$ cat src/rtl/rv32_pkg.sv
`default_nettype none
// ============================================================================
// Module   : rv32_pkg
// Purpose  : Shared opcode constants and data-RAM channel-select encoding.
// Revision : 1.0 - initial release
// ============================================================================
package rv32_pkg;

   localparam logic [6:0] OP_LOAD  = 7'b0000011;
   localparam logic [6:0] OP_STORE = 7'b0100011;
   localparam logic [6:0] OP_AMO   = 7'b0101111;
   localparam logic [6:0] OP_FLW   = 7'b0000111;
   localparam logic [6:0] OP_FSW   = 7'b0100111;

   // Compressed funct3 (IR_C[15:13]) and quadrant (IR_C[1:0]) codes
   localparam logic [2:0] C_F3_LW = 3'b010;
   localparam logic [2:0] C_F3_SW = 3'b110;
   localparam logic [1:0] C_OP_Q0 = 2'b00;
   localparam logic [1:0] C_OP_Q2 = 2'b10;

   typedef enum logic [3:0] {
      IDLE = 4'd0,
      I    = 4'd1,
      S    = 4'd2,
      A    = 4'd3,
      F    = 4'd4,
      CI   = 4'd5,
      CSS  = 4'd6,
      CL   = 4'd7,
      CS   = 4'd8
   } ram_sel_e;

endpackage
`default_nettype wire

$ cat src/rtl/rv32_ram_sel_decode.sv
`default_nettype none
// ============================================================================
// Module   : rv32_ram_sel_decode
// Purpose  : Combinational decode of the current instruction to a RAM channel.
// Revision : 1.0 - initial release
// ============================================================================
module rv32_ram_sel_decode
   import rv32_pkg::*;
(
   input  logic        is32,
   input  logic [6:0]  opcode,
   input  logic [15:0] ir_c,
   output logic [3:0]  sel
);

   ram_sel_e w_sel;
   logic     w_unused_ir_c;

   assign w_unused_ir_c = &{1'b0, ir_c[12:2]};

   always_comb begin
      w_sel = IDLE;
      if (is32) begin
         case (opcode)
            OP_LOAD:         w_sel = I;
            OP_STORE:        w_sel = S;
            OP_AMO:          w_sel = A;
            OP_FLW, OP_FSW:  w_sel = F;
            default:         w_sel = IDLE;
         endcase
      end else begin
         case ({ir_c[15:13], ir_c[1:0]})
            {C_F3_LW, C_OP_Q2}: w_sel = CI;
            {C_F3_SW, C_OP_Q2}: w_sel = CSS;
            {C_F3_LW, C_OP_Q0}: w_sel = CL;
            {C_F3_SW, C_OP_Q0}: w_sel = CS;
            default:            w_sel = IDLE;
         endcase
      end
   end

   assign sel = w_sel;

endmodule
`default_nettype wire

$ cat src/rtl/rv32_ram_mux.sv
`default_nettype none
// ============================================================================
// Module   : rv32_ram_mux
// Purpose  : Single-port data-RAM arbiter over eight per-format request channels.
//            Define RV32_RAM_MUX_OUTREG_EN to register the RAM-side outputs.
// Revision : 1.0 - initial release
// ============================================================================
module rv32_ram_mux
   import rv32_pkg::*;
#(
   parameter int AW = 8,
   parameter int DW = 32
) (
   input  logic          iCLK,
   input  logic          iRST,
   input  logic [6:0]    iOPCODE,
   input  logic [31:0]   iIR,
   input  logic [15:0]   iIR_C,
   input  logic          iRAM_CE_I,   iRAM_RD_I,   iRAM_WR_I,
   input  logic          iRAM_CE_S,   iRAM_RD_S,   iRAM_WR_S,
   input  logic          iRAM_CE_A,   iRAM_RD_A,   iRAM_WR_A,
   input  logic          iRAM_CE_F,   iRAM_RD_F,   iRAM_WR_F,
   input  logic          iRAM_CE_CI,  iRAM_RD_CI,  iRAM_WR_CI,
   input  logic          iRAM_CE_CSS, iRAM_RD_CSS, iRAM_WR_CSS,
   input  logic          iRAM_CE_CL,  iRAM_RD_CL,  iRAM_WR_CL,
   input  logic          iRAM_CE_CS,  iRAM_RD_CS,  iRAM_WR_CS,
   input  logic [AW-1:0] iRAM_ADDR_I, iRAM_ADDR_S, iRAM_ADDR_A, iRAM_ADDR_F,
   input  logic [AW-1:0] iRAM_ADDR_CI, iRAM_ADDR_CSS, iRAM_ADDR_CL, iRAM_ADDR_CS,
   input  logic [DW-1:0] iRAM_DATA_WR_I, iRAM_DATA_WR_S, iRAM_DATA_WR_A,
   input  logic [DW-1:0] iRAM_DATA_WR_F, iRAM_DATA_WR_CSS, iRAM_DATA_WR_CS,
   output logic [DW-1:0] oRAM_DATA_RD_I, oRAM_DATA_RD_S, oRAM_DATA_RD_A,
   output logic [DW-1:0] oRAM_DATA_RD_F, oRAM_DATA_RD_CI, oRAM_DATA_RD_CL,
   output logic          oRAM_CE,
   output logic          oRAM_RD,
   output logic          oRAM_WR,
   output logic [AW-1:0] oRAM_ADDR,
   output logic [DW-1:0] oRAM_DATA_WR,
   input  logic [DW-1:0] iRAM_DATA_RD
);

   logic [3:0]    w_sel_raw;
   ram_sel_e      w_sel;
   logic          w_ce, w_rd, w_wr;
   logic [AW-1:0] w_addr;
   logic [DW-1:0] w_data_wr;
   logic          w_unused_ir;

   assign w_unused_ir = &{1'b0, iIR[31:2]};

   rv32_ram_sel_decode u_sel_decode (
      .is32   (iIR[1:0] == 2'b11),
      .opcode (iOPCODE),
      .ir_c   (iIR_C),
      .sel    (w_sel_raw)
   );

   assign w_sel = ram_sel_e'(w_sel_raw);

   always_comb begin
      w_ce      = 1'b0;
      w_rd      = 1'b0;
      w_wr      = 1'b0;
      w_addr    = '0;
      w_data_wr = '0;
      case (w_sel)
         I:   begin w_ce = iRAM_CE_I;   w_rd = iRAM_RD_I;   w_wr = iRAM_WR_I;
                    w_addr = iRAM_ADDR_I;   w_data_wr = iRAM_DATA_WR_I;   end
         S:   begin w_ce = iRAM_CE_S;   w_rd = iRAM_RD_S;   w_wr = iRAM_WR_S;
                    w_addr = iRAM_ADDR_S;   w_data_wr = iRAM_DATA_WR_S;   end
         A:   begin w_ce = iRAM_CE_A;   w_rd = iRAM_RD_A;   w_wr = iRAM_WR_A;
                    w_addr = iRAM_ADDR_A;   w_data_wr = iRAM_DATA_WR_A;   end
         F:   begin w_ce = iRAM_CE_F;   w_rd = iRAM_RD_F;   w_wr = iRAM_WR_F;
                    w_addr = iRAM_ADDR_F;   w_data_wr = iRAM_DATA_WR_F;   end
         // Read-only compressed channels have no write-data source
         CI:  begin w_ce = iRAM_CE_CI;  w_rd = iRAM_RD_CI;  w_wr = iRAM_WR_CI;
                    w_addr = iRAM_ADDR_CI;  end
         CSS: begin w_ce = iRAM_CE_CSS; w_rd = iRAM_RD_CSS; w_wr = iRAM_WR_CSS;
                    w_addr = iRAM_ADDR_CSS; w_data_wr = iRAM_DATA_WR_CSS; end
         CL:  begin w_ce = iRAM_CE_CL;  w_rd = iRAM_RD_CL;  w_wr = iRAM_WR_CL;
                    w_addr = iRAM_ADDR_CL;  end
         CS:  begin w_ce = iRAM_CE_CS;  w_rd = iRAM_RD_CS;  w_wr = iRAM_WR_CS;
                    w_addr = iRAM_ADDR_CS;  w_data_wr = iRAM_DATA_WR_CS;  end
         default: ;
      endcase
   end

   // Read return tracks the current selection in both build modes
   assign oRAM_DATA_RD_I  = (w_sel == I)  ? iRAM_DATA_RD : '0;
   assign oRAM_DATA_RD_S  = (w_sel == S)  ? iRAM_DATA_RD : '0;
   assign oRAM_DATA_RD_A  = (w_sel == A)  ? iRAM_DATA_RD : '0;
   assign oRAM_DATA_RD_F  = (w_sel == F)  ? iRAM_DATA_RD : '0;
   assign oRAM_DATA_RD_CI = (w_sel == CI) ? iRAM_DATA_RD : '0;
   assign oRAM_DATA_RD_CL = (w_sel == CL) ? iRAM_DATA_RD : '0;

`ifdef RV32_RAM_MUX_OUTREG_EN
   logic          r_ce, r_rd, r_wr;
   logic [AW-1:0] r_addr;
   logic [DW-1:0] r_data_wr;

   always_ff @(posedge iCLK or posedge iRST) begin
      if (iRST) begin
         r_ce      <= 1'b0;
         r_rd      <= 1'b0;
         r_wr      <= 1'b0;
         r_addr    <= '0;
         r_data_wr <= '0;
      end else begin
         r_ce      <= w_ce;
         r_rd      <= w_rd;
         r_wr      <= w_wr;
         r_addr    <= w_addr;
         r_data_wr <= w_data_wr;
      end
   end

   assign oRAM_CE      = r_ce;
   assign oRAM_RD      = r_rd;
   assign oRAM_WR      = r_wr;
   assign oRAM_ADDR    = r_addr;
   assign oRAM_DATA_WR = r_data_wr;
`else
   logic w_unused_clk_rst;

   assign w_unused_clk_rst = &{1'b0, iCLK, iRST};

   assign oRAM_CE      = w_ce;
   assign oRAM_RD      = w_rd;
   assign oRAM_WR      = w_wr;
   assign oRAM_ADDR    = w_addr;
   assign oRAM_DATA_WR = w_data_wr;
`endif

endmodule
`default_nettype wire

$ cat config.mk
export PLATFORM = sky130hd
export DESIGN_NAME = rv32_ram_mux
export DESIGN_NICKNAME = d
export VERILOG_FILES = /design/src/rtl/rv32_pkg.sv /design/src/rtl/rv32_ram_sel_decode.sv /design/src/rtl/rv32_ram_mux.sv
export SDC_FILE = /design/constraint.sdc
export NUM_CORES = 1
export LEC_CHECK = 0
export CORE_AREA = 2 2 232 234
export DETAILED_ROUTE_END_ITERATION = 8
export DIE_AREA = 0 0 234 236
export SETUP_SLACK_MARGIN = 0.5
export SYNTH_ARGS = -nofsm -noshare
export SYNTH_HDL_FRONTEND = slang
export SYNTH_SLANG_ARGS = --single-unit
$ cat constraint.sdc
create_clock -name vclk -period 1.9
set_input_delay 0.19 -clock vclk [all_inputs]
set_output_delay 0.19 -clock vclk [all_outputs]
set_load 0.01 [all_outputs]
---- Word-level counts from Yosys, hierarchy flattened ----
Cells that the tools add are included.
storage, ports and cells
  register bits ........................... 0
  output and inout bits ................... 235
  logic and storage cells ................. 33
operators by class
  equality and inequality tests ........... 18
  mux-type cells .......................... 14
  reductions and logical operators ........ 1
operator list
  kind                                           number
  2-to-1 mux 32 bit                              6
  one-hot mux 32 bit (6 select lines)            1
  one-hot mux 8 bit (8 select lines)             1
  one-hot mux 1 bit (8 select lines)             3
  == test 7 x 6 -> 1 bit, second input constant  3
  == test 4 x 3 -> 1 bit, second input constant  4
  one-hot mux 4 bit (4 select lines)             1
  one-hot mux 3 bit (4 select lines)             1
  == test 5 x 4 -> 1 bit, second input constant  2
  == test 5 bit, second input constant           2
  == test 4 x 2 -> 1 bit, second input constant  2
  == test 7 x 2 -> 1 bit, second input constant  1
  == test 7 x 3 -> 1 bit, second input constant  1
  == test 4 x 1 -> 1 bit, second input constant  1
  == test 4 bit, second input constant           1
  2-to-1 mux 4 bit                               1
  == test 2 bit, second input constant           1
  OR reduction 2 bit                             1

---- Depth between registers and ports, before layout ----
Gate-level depths: netlist of the first run.
  depth in word-level cells ............... 6
  gate-level depth with buffers ........... 7
  depth with buffers taken out ............ 4

---- By module ----
Synthesis of the first run repeated with hierarchy kept, for this count alone.
unflattened totals
  cells, all modules ...................... 513
  area, all modules ....................... 3,479.6 µm²
by module, submodules not included
  module               instances  cells an instance  area each (µm²)  seq. area each (µm²)
  rv32_ram_mux         1          498                3,378.2          0.0
  rv32_ram_sel_decode  1          15                 101.3            0.0

---- Worst setup path before layout of the first run ----
No wires, ideal clock.
  kind .................................... input-to-output
  start point ............................. in iIR_C[1]
  end point ............................... out oRAM_DATA_WR[10]
  data arrival time ....................... 1.403 ns
  required time ........................... 1.710 ns
  path slack .............................. 0.307 ns
  stages on the path ...................... 5
  path buffers ............................ 2
  cells stage by stage .................... buf_2 > clkbuf_1 > mux2_2 > a222oi_1 > nand2_1
on the way
  longest elaborated chain between the ends .. 5
  elaborated cells on any way between the ends .. 13
RTL lines
  element                                                         line                       RTL
  from (decl)                                                     rv32_ram_mux.sv:18         input logic [15:0] iIR_C,
  == test 5 bit / == test 5 x 4 -> 1 bit (equally long branches)  rv32_ram_sel_decode.sv:32  case ({ir_c[15:13], ir_c[1:0]})
  one-hot mux 4 bit (4 select lines) (*)                          rv32_ram_sel_decode.sv:32
  2-to-1 mux 4 bit (*)                                            rv32_ram_sel_decode.sv:23  if (is32) begin
  == test 4 bit (tied with other cells)                           rv32_ram_mux.sv:65         case (w_sel)
  one-hot mux 32 bit (6 select lines) (*)                         rv32_ram_mux.sv:65
  to (decl)                                                       rv32_ram_mux.sv:37         output logic [DW-1:0] oRAM_DATA_WR,
Every way passes the cells marked *; elsewhere a longest branch is shown, timed or not.

---- Final worst setup path of the first run ----
  start point ............................. in iOPCODE[6]
  end point ............................... out oRAM_ADDR[6]
on the way
  longest elaborated chain between the ends .. 6
  elaborated cells on any way between the ends .. 17
RTL lines
  element                                                                  line                       RTL
  from (decl)                                                              rv32_ram_mux.sv:16         input logic [6:0] iOPCODE,
  == test 7 x 3 -> 1 bit / == test 7 x 6 -> 1 bit (equally long branches)  rv32_ram_sel_decode.sv:24  case (opcode)
  OR reduction 2 bit                                                       rv32_ram_sel_decode.sv:24
  one-hot mux 3 bit (4 select lines) (*)                                   rv32_ram_sel_decode.sv:24
  2-to-1 mux 4 bit (*)                                                     rv32_ram_sel_decode.sv:23
  == test 4 bit (tied with other cells)                                    rv32_ram_mux.sv:65
  one-hot mux 8 bit (8 select lines) (*)                                   rv32_ram_mux.sv:65
  to (decl)                                                                rv32_ram_mux.sv:36         output logic [AW-1:0] oRAM_ADDR,
Marked as above.

==> impl_table.tex, run 1 <==
\begin{tabular}{lr}
\hline
Metric & Value \\
\hline
\multicolumn{2}{l}{\textbf{Synth}} \\
\quad Number of unique standard cell types used by synthesis & 33 \\
\quad Yosys warning count & 0 \\
\quad Nets in the synthesized netlist & 869 \\
\quad Seq/Total Area, Yosys & 0 \\
\quad Avg Synthesized Cell Area & 7.054 um2 \\
\quad Mapped cell area & 0.003527 mm2 \\
\quad Instance count of the mapped netlist & 500 \\
\multicolumn{2}{l}{\textbf{Final layout}} \\
\quad Fillcell total & 5672 \\
\quad Sequential cell area & 0 um2 \\
\quad Layout cell share with drive strength beyond 1 & 0.5900 \\
\quad Commonest cells after routing, fill and taps aside & 306 x sky130\_fd\_sc\_hd\_\_clkdlybuf4s50\_1, 219 x sky130\_fd\_sc\_hd\_\_buf\_6, 106 x sky130\_fd\_sc\_hd\_\_and2\_4 \\
\quad Area of combinational cells with multiple inputs & 0.003906 mm2 \\
\quad Syn-to-layout area delta & 279.6\% \\
\quad Leading cell type in the layout, fill and taps excluded & sky130\_fd\_sc\_hd\_\_clkdlybuf4s50\_1 \\
\quad Number of nets in the layout & 1605 \\
\quad Number of sequential cells in the layout & 0 \\
\quad Clock buf count & 0 \\
\multicolumn{2}{l}{\textbf{Route}} \\
\quad Total wirelength of the detailed-routed design & 39180 um \\
\quad DRC violation total after the first TritonRoute iteration & 356 \\
\quad Total via count after detailed routing & 7215 \\
\quad Post-detailed-route count of antenna-violating nets & 0 \\
\quad Routed met3 length & 2645 um \\
\quad Number of detailed-routing iterations run before antenna repair & 8 \\
\quad Routed length on met2 & 19760 um \\
\quad Post-route DRC & 0 \\
\quad Detailed-route wire length per cell & 20.29 um \\
\quad Detailed-routing wirelength on met1 & 15870 um \\
\quad Uppermost signal routing layer after detailed routing & met4 \\
\quad Via-to-Cell Ratio & 3.736 \\
\multicolumn{2}{l}{\textbf{Timing}} \\
\quad Worst Slack Setup Final & -0.2576 ns \\
\quad Shortest clock period the worst path allows after layout & 2.158 ns \\
\quad Endpoints failing hold & 0 \\
\quad Slew of the pin with the lowest slew margin & 0.4674 ns \\
\quad Summed negative setup slack over all endpoints & -14.49 ns \\
\quad Maximum clock frequency & 463.5 MHz \\
\quad Max transition margin & 0.6843 \\
\quad Setup-failing EPs final & 147 \\
\quad Final period utilization & 1.136 \\
\quad Hold\_ws & 0.9370 ns \\
\quad Fin. max-slew vios & 0 \\
\quad Unrepaired setup endpoints after global routing & true \\
\multicolumn{2}{l}{\textbf{Min path}} \\
\quad Tightest Hold Check Type & input port to primary output \\
\multicolumn{2}{l}{\textbf{Placed design}} \\
\quad DP HPWL & 24270 um \\
\quad Count of port buffers added during placement & 561 \\
\quad Routability congestion estimate from global placement & 0.8815 \\
\multicolumn{2}{l}{\textbf{Global route}} \\
\quad First-pass GRT wire length & 47450 um \\
\quad Number of global-route vias before repair & 6946 \\
\quad Pin count of the biggest net entering global routing & 33 \\
\quad Total congestion overflow & 0 \\
\quad Global-route usage over all layers & 0.1182 \\
\quad Antenna violations before repair & 4 \\
\multicolumn{2}{l}{\textbf{Critical path}} \\
\quad Worst setup endpoint & oRAM\_ADDR[6] \\
\quad Crit path from & iOPCODE[6] \\
\quad Startpoint type of the worst setup path & input port \\
\quad Nature of the critical path endpoint & primary output \\
\quad Crit path max fanout & 6 \\
\quad Critical path class & input port to primary output \\
\quad Arrival time worst endpoint & 1.97 ns \\
\quad CP Data Required Time & 1.71 ns \\
\multicolumn{2}{l}{\textbf{Status}} \\
\quad Failing checks & negative setup slack \\
\quad Outcome & finished with violations \\
\multicolumn{2}{l}{\textbf{Floorplanning}} \\
\quad Die width & 234 um \\
\quad Die area & 0.05522 mm2 \\
\quad Top Ports & 604 \\
\quad Vertical die dimension & 236 um \\
\quad Starting density of the core & 0.06646 \\
\quad Core outline area & 0.05307 mm2 \\
\quad Cell Rows & 85 \\
\multicolumn{2}{l}{\textbf{Job}} \\
\quad Maximum capacitance violations & 0 \\
\hline
\end{tabular}
repair_timing:
| item | CTS | global route |
|---|---|---|
| pin swaps | 28 | 46 |
| hold buffers | 0 | 0 |
| resized for setup | 834 | 553 |
| cloned | 22 | 7 |
| endpoints found under the setup margin | 235 | 235 |
| hold endpoints to repair | 0 | 0 |
| setup buffers | 84 | 52 |
cell families after synthesis:
logic type             Yosys count  share of synthesized area
muxes                           95                     0.2958
buffers and inverters           63                    0.08123
and+or+nand+nor                274                     0.4466
AOI/OAI and AO/OA               68                     0.1763
worst max-delay path, cell delays in order:
cell                        delay, ns
sky130_fd_sc_hd__buf_6           0.09
sky130_fd_sc_hd__nand4bb_1       0.20
sky130_fd_sc_hd__buf_6           0.16
sky130_fd_sc_hd__nor4_4          0.31
sky130_fd_sc_hd__buf_12          0.18
sky130_fd_sc_hd__buf_6           0.09
sky130_fd_sc_hd__buf_6           0.08
sky130_fd_sc_hd__buf_8           0.11
sky130_fd_sc_hd__buf_16          0.11
sky130_fd_sc_hd__buf_8           0.13
sky130_fd_sc_hd__nand3_4         0.08
sky130_fd_sc_hd__nand3_4         0.09
sky130_fd_sc_hd__buf_12          0.13
area by class of cell:
class	count	area share
multi-input combinational	437	0.2917
inverter	2	0.0005606
antenna	1	0.0001869
timing repair buffer	795	0.6425
tap	696	0.06503
metrics by stage:
step | util | setup WS, ns | instance area (um2) | std cells
6_report | 0.2523 | -0.2576 | 13390 | 1931
3_5_place_dp | 0.1995 | -0.8250 | 10590 | 1765
5_1_grt | 0.2523 | -0.3251 | 13390 | 1930
2_1_floorplan | - | 0.4071 | 3754 | 500
4_1_cts | 0.2253 | -0.3435 | 11960 | 1871
3_3_place_gp | 0.1995 | -0.7830 | 10590 | 1765
Yosys cell counts:
library cell / n / share of area
sky130_fd_sc_hd__a221o_1: 11 / 0.031
sky130_fd_sc_hd__a222oi_1: 31 / 0.088
sky130_fd_sc_hd__a22oi_1: 1 / 0.0021
sky130_fd_sc_hd__a2bb2oi_1: 11 / 0.027
sky130_fd_sc_hd__a32o_1: 1 / 0.0028
sky130_fd_sc_hd__a41oi_1: 1 / 0.0025
sky130_fd_sc_hd__and2_1: 129 / 0.23
sky130_fd_sc_hd__and3_1: 66 / 0.12
sky130_fd_sc_hd__and4_1: 1 / 0.0025
sky130_fd_sc_hd__buf_2: 25 / 0.035
sky130_fd_sc_hd__buf_4: 2 / 0.0043
sky130_fd_sc_hd__buf_6: 1 / 0.0032
sky130_fd_sc_hd__clkbuf_1: 30 / 0.032
sky130_fd_sc_hd__clkbuf_2: 3 / 0.0043
sky130_fd_sc_hd__inv_1: 1 / 0.0011
sky130_fd_sc_hd__inv_2: 1 / 0.0011
sky130_fd_sc_hd__mux2_2: 74 / 0.24
sky130_fd_sc_hd__mux2i_1: 21 / 0.060
sky130_fd_sc_hd__nand2_1: 64 / 0.068
sky130_fd_sc_hd__nand2_2: 1 / 0.0018
sky130_fd_sc_hd__nand3_1: 3 / 0.0043
sky130_fd_sc_hd__nand4b_1: 1 / 0.0025
sky130_fd_sc_hd__nand4bb_1: 1 / 0.0032
sky130_fd_sc_hd__nor2_1: 2 / 0.0021
sky130_fd_sc_hd__nor2_2: 1 / 0.0018
sky130_fd_sc_hd__nor3_1: 1 / 0.0014
sky130_fd_sc_hd__nor4_1: 1 / 0.0018
sky130_fd_sc_hd__nor4_2: 1 / 0.0035
sky130_fd_sc_hd__nor4_4: 1 / 0.0060
sky130_fd_sc_hd__o21bai_1: 1 / 0.0021
sky130_fd_sc_hd__o22ai_1: 10 / 0.018
sky130_fd_sc_hd__o2bb2ai_1: 1 / 0.0025
sky130_fd_sc_hd__or3_1: 1 / 0.0018
per-layer routing:
metal	GRT usage	vias to the layer above
li1	-	3316
met1	0.1407	3429
met2	0.2177	432
met3	0.01741	38
met4	0.03069	0
met5	0	-
how the worst min path moves through the flow:
stage	endpoint	startpoint	slack [ns]	cells past startpoint
after CTS	oRAM_DATA_RD_S[0]	iOPCODE[5]	0.94	4
after global placement	oRAM_ADDR[6]	iRAM_ADDR_S[6]	1.20	4
after global routing	oRAM_DATA_RD_S[0]	iOPCODE[5]	0.95	4
final	oRAM_DATA_RD_S[22]	iOPCODE[5]	0.94	4
after detailed placement	oRAM_ADDR[6]	iRAM_ADDR_S[6]	1.21	4
after floorplan	oRAM_DATA_WR[0]	iRAM_DATA_WR_A[0]	0.49	2
==> run 2, diff against run 1 <==
--- a/config.mk
+++ b/config.mk
@@ -8,6 +8,7 @@
 export CORE_AREA = 2 2 232 234
 export DETAILED_ROUTE_END_ITERATION = 8
 export DIE_AREA = 0 0 234 236
+export PLACE_DENSITY = 0.36
 export SETUP_SLACK_MARGIN = 0.5
 export SYNTH_ARGS = -nofsm -noshare
 export SYNTH_HDL_FRONTEND = slang
==> run 2 against run 1 <==
Effect of this change: count of clock-buffer cells in the layout unchanged; global-route usage grew 1.7 points; the flow still finishes with violations (negative setup slack); worst setup slack lost 0.15 ns; maximum frequency decreased by 6.4%; non-clock buffer count rose by 31; critical path depth grew 2; sequential cell count unchanged; design area up 6.5%; die area unchanged; highest routed layer is now met5; sequential share of layout area stayed put; core utilization increased by 1.6 points.
==> impl_table.tex, run 2 (synthesis gave the netlist of run 1 again) <==
\begin{tabular}{lr}
\hline
Metric & Value \\
\hline
\multicolumn{2}{l}{\textbf{Timing}} \\
\quad Endpoints failing hold & 0 (unchanged) \\
\quad Unrepaired setup endpoints after global routing & true (unchanged) \\
\quad Worst Slack Setup Final & -0.4062 ns (was -0.2576 ns) \\
\quad Final period utilization & 1.214 (was 1.136) \\
\quad Maximum clock frequency & 433.6 MHz (was 463.5 MHz) \\
\quad Setup-failing EPs final & 199 (was 147) \\
\quad Max transition margin & 0.6942 (was 0.6843) \\
\quad Fin. max-slew vios & 0 (unchanged) \\
\quad Summed negative setup slack over all endpoints & -39.16 ns (was -14.49 ns) \\
\quad Shortest clock period the worst path allows after layout & 2.306 ns (was 2.158 ns) \\
\quad Slew of the pin with the lowest slew margin & 0.4588 ns (was 0.4674 ns) \\
\multicolumn{2}{l}{\textbf{Final layout}} \\
\quad Layout cell share with drive strength beyond 1 & 0.6277 (was 0.5900) \\
\quad Clock buf count & 0 (unchanged) \\
\quad Number of nets in the layout & 1636 (was 1605) \\
\quad Sequential cell area & 0 um2 (unchanged) \\
\quad Commonest cells after routing, fill and taps aside & 312 x sky130\_fd\_sc\_hd\_\_clkdlybuf4s50\_1, 296 x sky130\_fd\_sc\_hd\_\_buf\_6, 117 x sky130\_fd\_sc\_hd\_\_and2\_4 (was 306 x sky130\_fd\_sc\_hd\_\_clkdlybuf4s50\_1, 219 x sky130\_fd\_sc\_hd\_\_buf\_6, 106 x sky130\_fd\_sc\_hd\_\_and2\_4) \\
\quad Number of sequential cells in the layout & 0 (unchanged) \\
\quad Leading cell type in the layout, fill and taps excluded & sky130\_fd\_sc\_hd\_\_clkdlybuf4s50\_1 (unchanged) \\
\quad Syn-to-layout area delta & 304.2\% (was 279.6\%) \\
\multicolumn{2}{l}{\textbf{Route}} \\
\quad Post-detailed-route count of antenna-violating nets & 0 (unchanged) \\
\quad Total wirelength of the detailed-routed design & 42060 um (was 39180 um) \\
\quad Post-route DRC & 0 (unchanged) \\
\quad Detailed-route wire length per cell & 21.44 um (was 20.29 um) \\
\quad Via-to-Cell Ratio & 3.661 (was 3.736) \\
\quad Number of detailed-routing iterations run before antenna repair & 5 (was 8) \\
\quad DRC violation total after the first TritonRoute iteration & 306 (was 356) \\
\quad Total via count after detailed routing & 7183 (was 7215) \\
\multicolumn{2}{l}{\textbf{Pwr}} \\
\quad Fraction of power spent switching nets & 0.3349 \\
\quad Part of the total power dissipated in combinational logic & 1.000 \\
\quad Power Internal & 1.004 mW \\
\quad Clock share of power & 0 \\
\quad Peak supply drop & 0.00005863 V \\
\quad Reg power frac & 0 \\
\quad Power per Cell Area & 105.8 mW/mm2 \\
\quad Leakage component of the power & 6.301 nW \\
\quad Net Switching & 505.4 uW \\
\multicolumn{2}{l}{\textbf{Critical path}} \\
\quad Arrival time worst endpoint & 2.12 ns (was 1.97 ns) \\
\quad Crit path max fanout & 4 (was 6) \\
\quad Critical path class & input port to primary output (unchanged) \\
\quad Startpoint type of the worst setup path & input port (unchanged) \\
\quad CP Data Required Time & 1.71 ns (about the same) \\
\quad Nature of the critical path endpoint & primary output (unchanged) \\
\multicolumn{2}{l}{\textbf{Placed design}} \\
\quad DP HPWL & 27020 um (was 24270 um) \\
\quad Routability congestion estimate from global placement & 0.7872 (was 0.8815) \\
\quad Count of port buffers added during placement & 561 (unchanged) \\
\quad Post-placement worst setup slack & -0.9924 ns (was -0.8250 ns) \\
\multicolumn{2}{l}{\textbf{Status}} \\
\quad Outcome & finished with violations (unchanged) \\
\quad Failing checks & negative setup slack (unchanged) \\
\multicolumn{2}{l}{\textbf{Global route}} \\
\quad Antenna violations before repair & 3 (was 4) \\
\quad First-pass GRT wire length & 53360 um (was 47450 um) \\
\quad Total congestion overflow & 0 (unchanged) \\
\quad Global-route usage over all layers & 0.1354 (was 0.1182) \\
\quad Number of global-route vias before repair & 7029 (was 6946) \\
\quad Pin count of the biggest net entering global routing & 33 (unchanged) \\
\multicolumn{2}{l}{\textbf{Floorplanning}} \\
\quad Die area & 0.05522 mm2 (unchanged) \\
\quad Cell Rows & 85 (unchanged) \\
\quad Core outline area & 0.05307 mm2 (unchanged) \\
\quad Vertical die dimension & 236 um (unchanged) \\
\quad Top Ports & 604 (unchanged) \\
\quad Die width & 234 um (unchanged) \\
\quad Starting density of the core & 0.06646 (unchanged) \\
\multicolumn{2}{l}{\textbf{Min path}} \\
\quad Cell depth of the worst hold path & 5 (was 4) \\
\quad Tightest Hold Check Type & input port to primary output (unchanged) \\
\multicolumn{2}{l}{\textbf{Job}} \\
\quad Maximum capacitance violations & 0 (unchanged) \\
\hline
\end{tabular}
run 2: changes by cell type in the layout (fill, tap and decap cells not counted), moves of 9 or more:
cell,before,now
sky130_fd_sc_hd__buf_4,77,59
sky130_fd_sc_hd__and2_1,23,12
sky130_fd_sc_hd__nand2_1,59,50
sky130_fd_sc_hd__buf_8,23,32
sky130_fd_sc_hd__and3_4,32,60
sky130_fd_sc_hd__buf_6,219,296
sky130_fd_sc_hd__clkbuf_2,19,1
sky130_fd_sc_hd__and3_1,34,6
sky130_fd_sc_hd__buf_2,74,49
sky130_fd_sc_hd__and2_4,106,117
run 2: final cells by class:
class | instances | area (um2)
fill | 5662 | 38810
antenna | 1 | 2.502
multi-input combinational | 437 | 4003
timing repair buffer | 826 | 9374
tap | 696 | 870.8
inverter | 2 | 7.507
run 2: path summary, 6_finish.rpt:
| path | from | end | slack (ns) |
|---|---|---|---|
| worst min-delay path | iOPCODE[5] | oRAM_DATA_WR[17] | 0.99 |
| worst max-delay path | iOPCODE[4] | oRAM_ADDR[5] | -0.41 |
run 2: per-stage QoR:
step / cells / cell area (um2) / total power, mW / hold slack (ns) / util
finish: 1962 / 14260 / 1.509 / 0.9870 / 0.2687
global placement: 1760 / 10590 / 1.362 / 1.338 / 0.1996
detailed placement: 1760 / 10590 / 1.361 / 1.335 / 0.1996
floorplan: 500 / 3754 / 0.3671 / 0.4908 / -
CTS: 1904 / 12260 / 1.466 / 0.9941 / 0.2310
global route: 1962 / 14260 / 1.596 / 1.013 / 0.2687
run 2: critical path: stages:
cell	delay, ns
sky130_fd_sc_hd__buf_6	0.07
sky130_fd_sc_hd__nand4bb_4	0.18
sky130_fd_sc_hd__buf_12	0.13
sky130_fd_sc_hd__buf_6	0.10
sky130_fd_sc_hd__o21bai_4	0.05
sky130_fd_sc_hd__and3_4	0.18
sky130_fd_sc_hd__buf_12	0.12
sky130_fd_sc_hd__buf_8	0.13
sky130_fd_sc_hd__buf_16	0.13
sky130_fd_sc_hd__buf_6	0.10
sky130_fd_sc_hd__buf_6	0.10
sky130_fd_sc_hd__buf_6	0.10
sky130_fd_sc_hd__buf_6	0.10
sky130_fd_sc_hd__a221o_1	0.28
sky130_fd_sc_hd__buf_2	0.14
run 2: what timing repair did:
| action | CTS | global route |
|---|---|---|
| pin swaps | 32 | 52 |
| setup endpoints to repair | 235 | 235 |
| cloned | 22 | 9 |
| hold buffers | 0 | 0 |
| resized for setup | 1208 | 385 |
| setup buffers | 122 | 48 |
run 2: per-layer routing:
metal,global-route usage,share of wire,vias up
met5,0,0.00026,-
met4,0.009590,0.0079,2
met3,0.02224,0.064,18
met2,0.2607,0.53,341
met1,0.1603,0.40,3436
li1,-,-,3386
run 2: power by group through the flow:
| stage | Sequential (mW) | Combinational, mW | Clock, mW |
|---|---|---|---|
| global placement | 0 | 1.36 | 0 |
| global route | 0 | 1.60 | 0.0000000711 |
| floorplan | 0 | 0.367 | 0 |
| finish | 0 | 1.51 | 0.0000000712 |
| CTS | 0 | 1.47 | 0 |
| detailed placement | 0 | 1.36 | 0 |
Note: power is estimated with default switching activity, not from simulation.
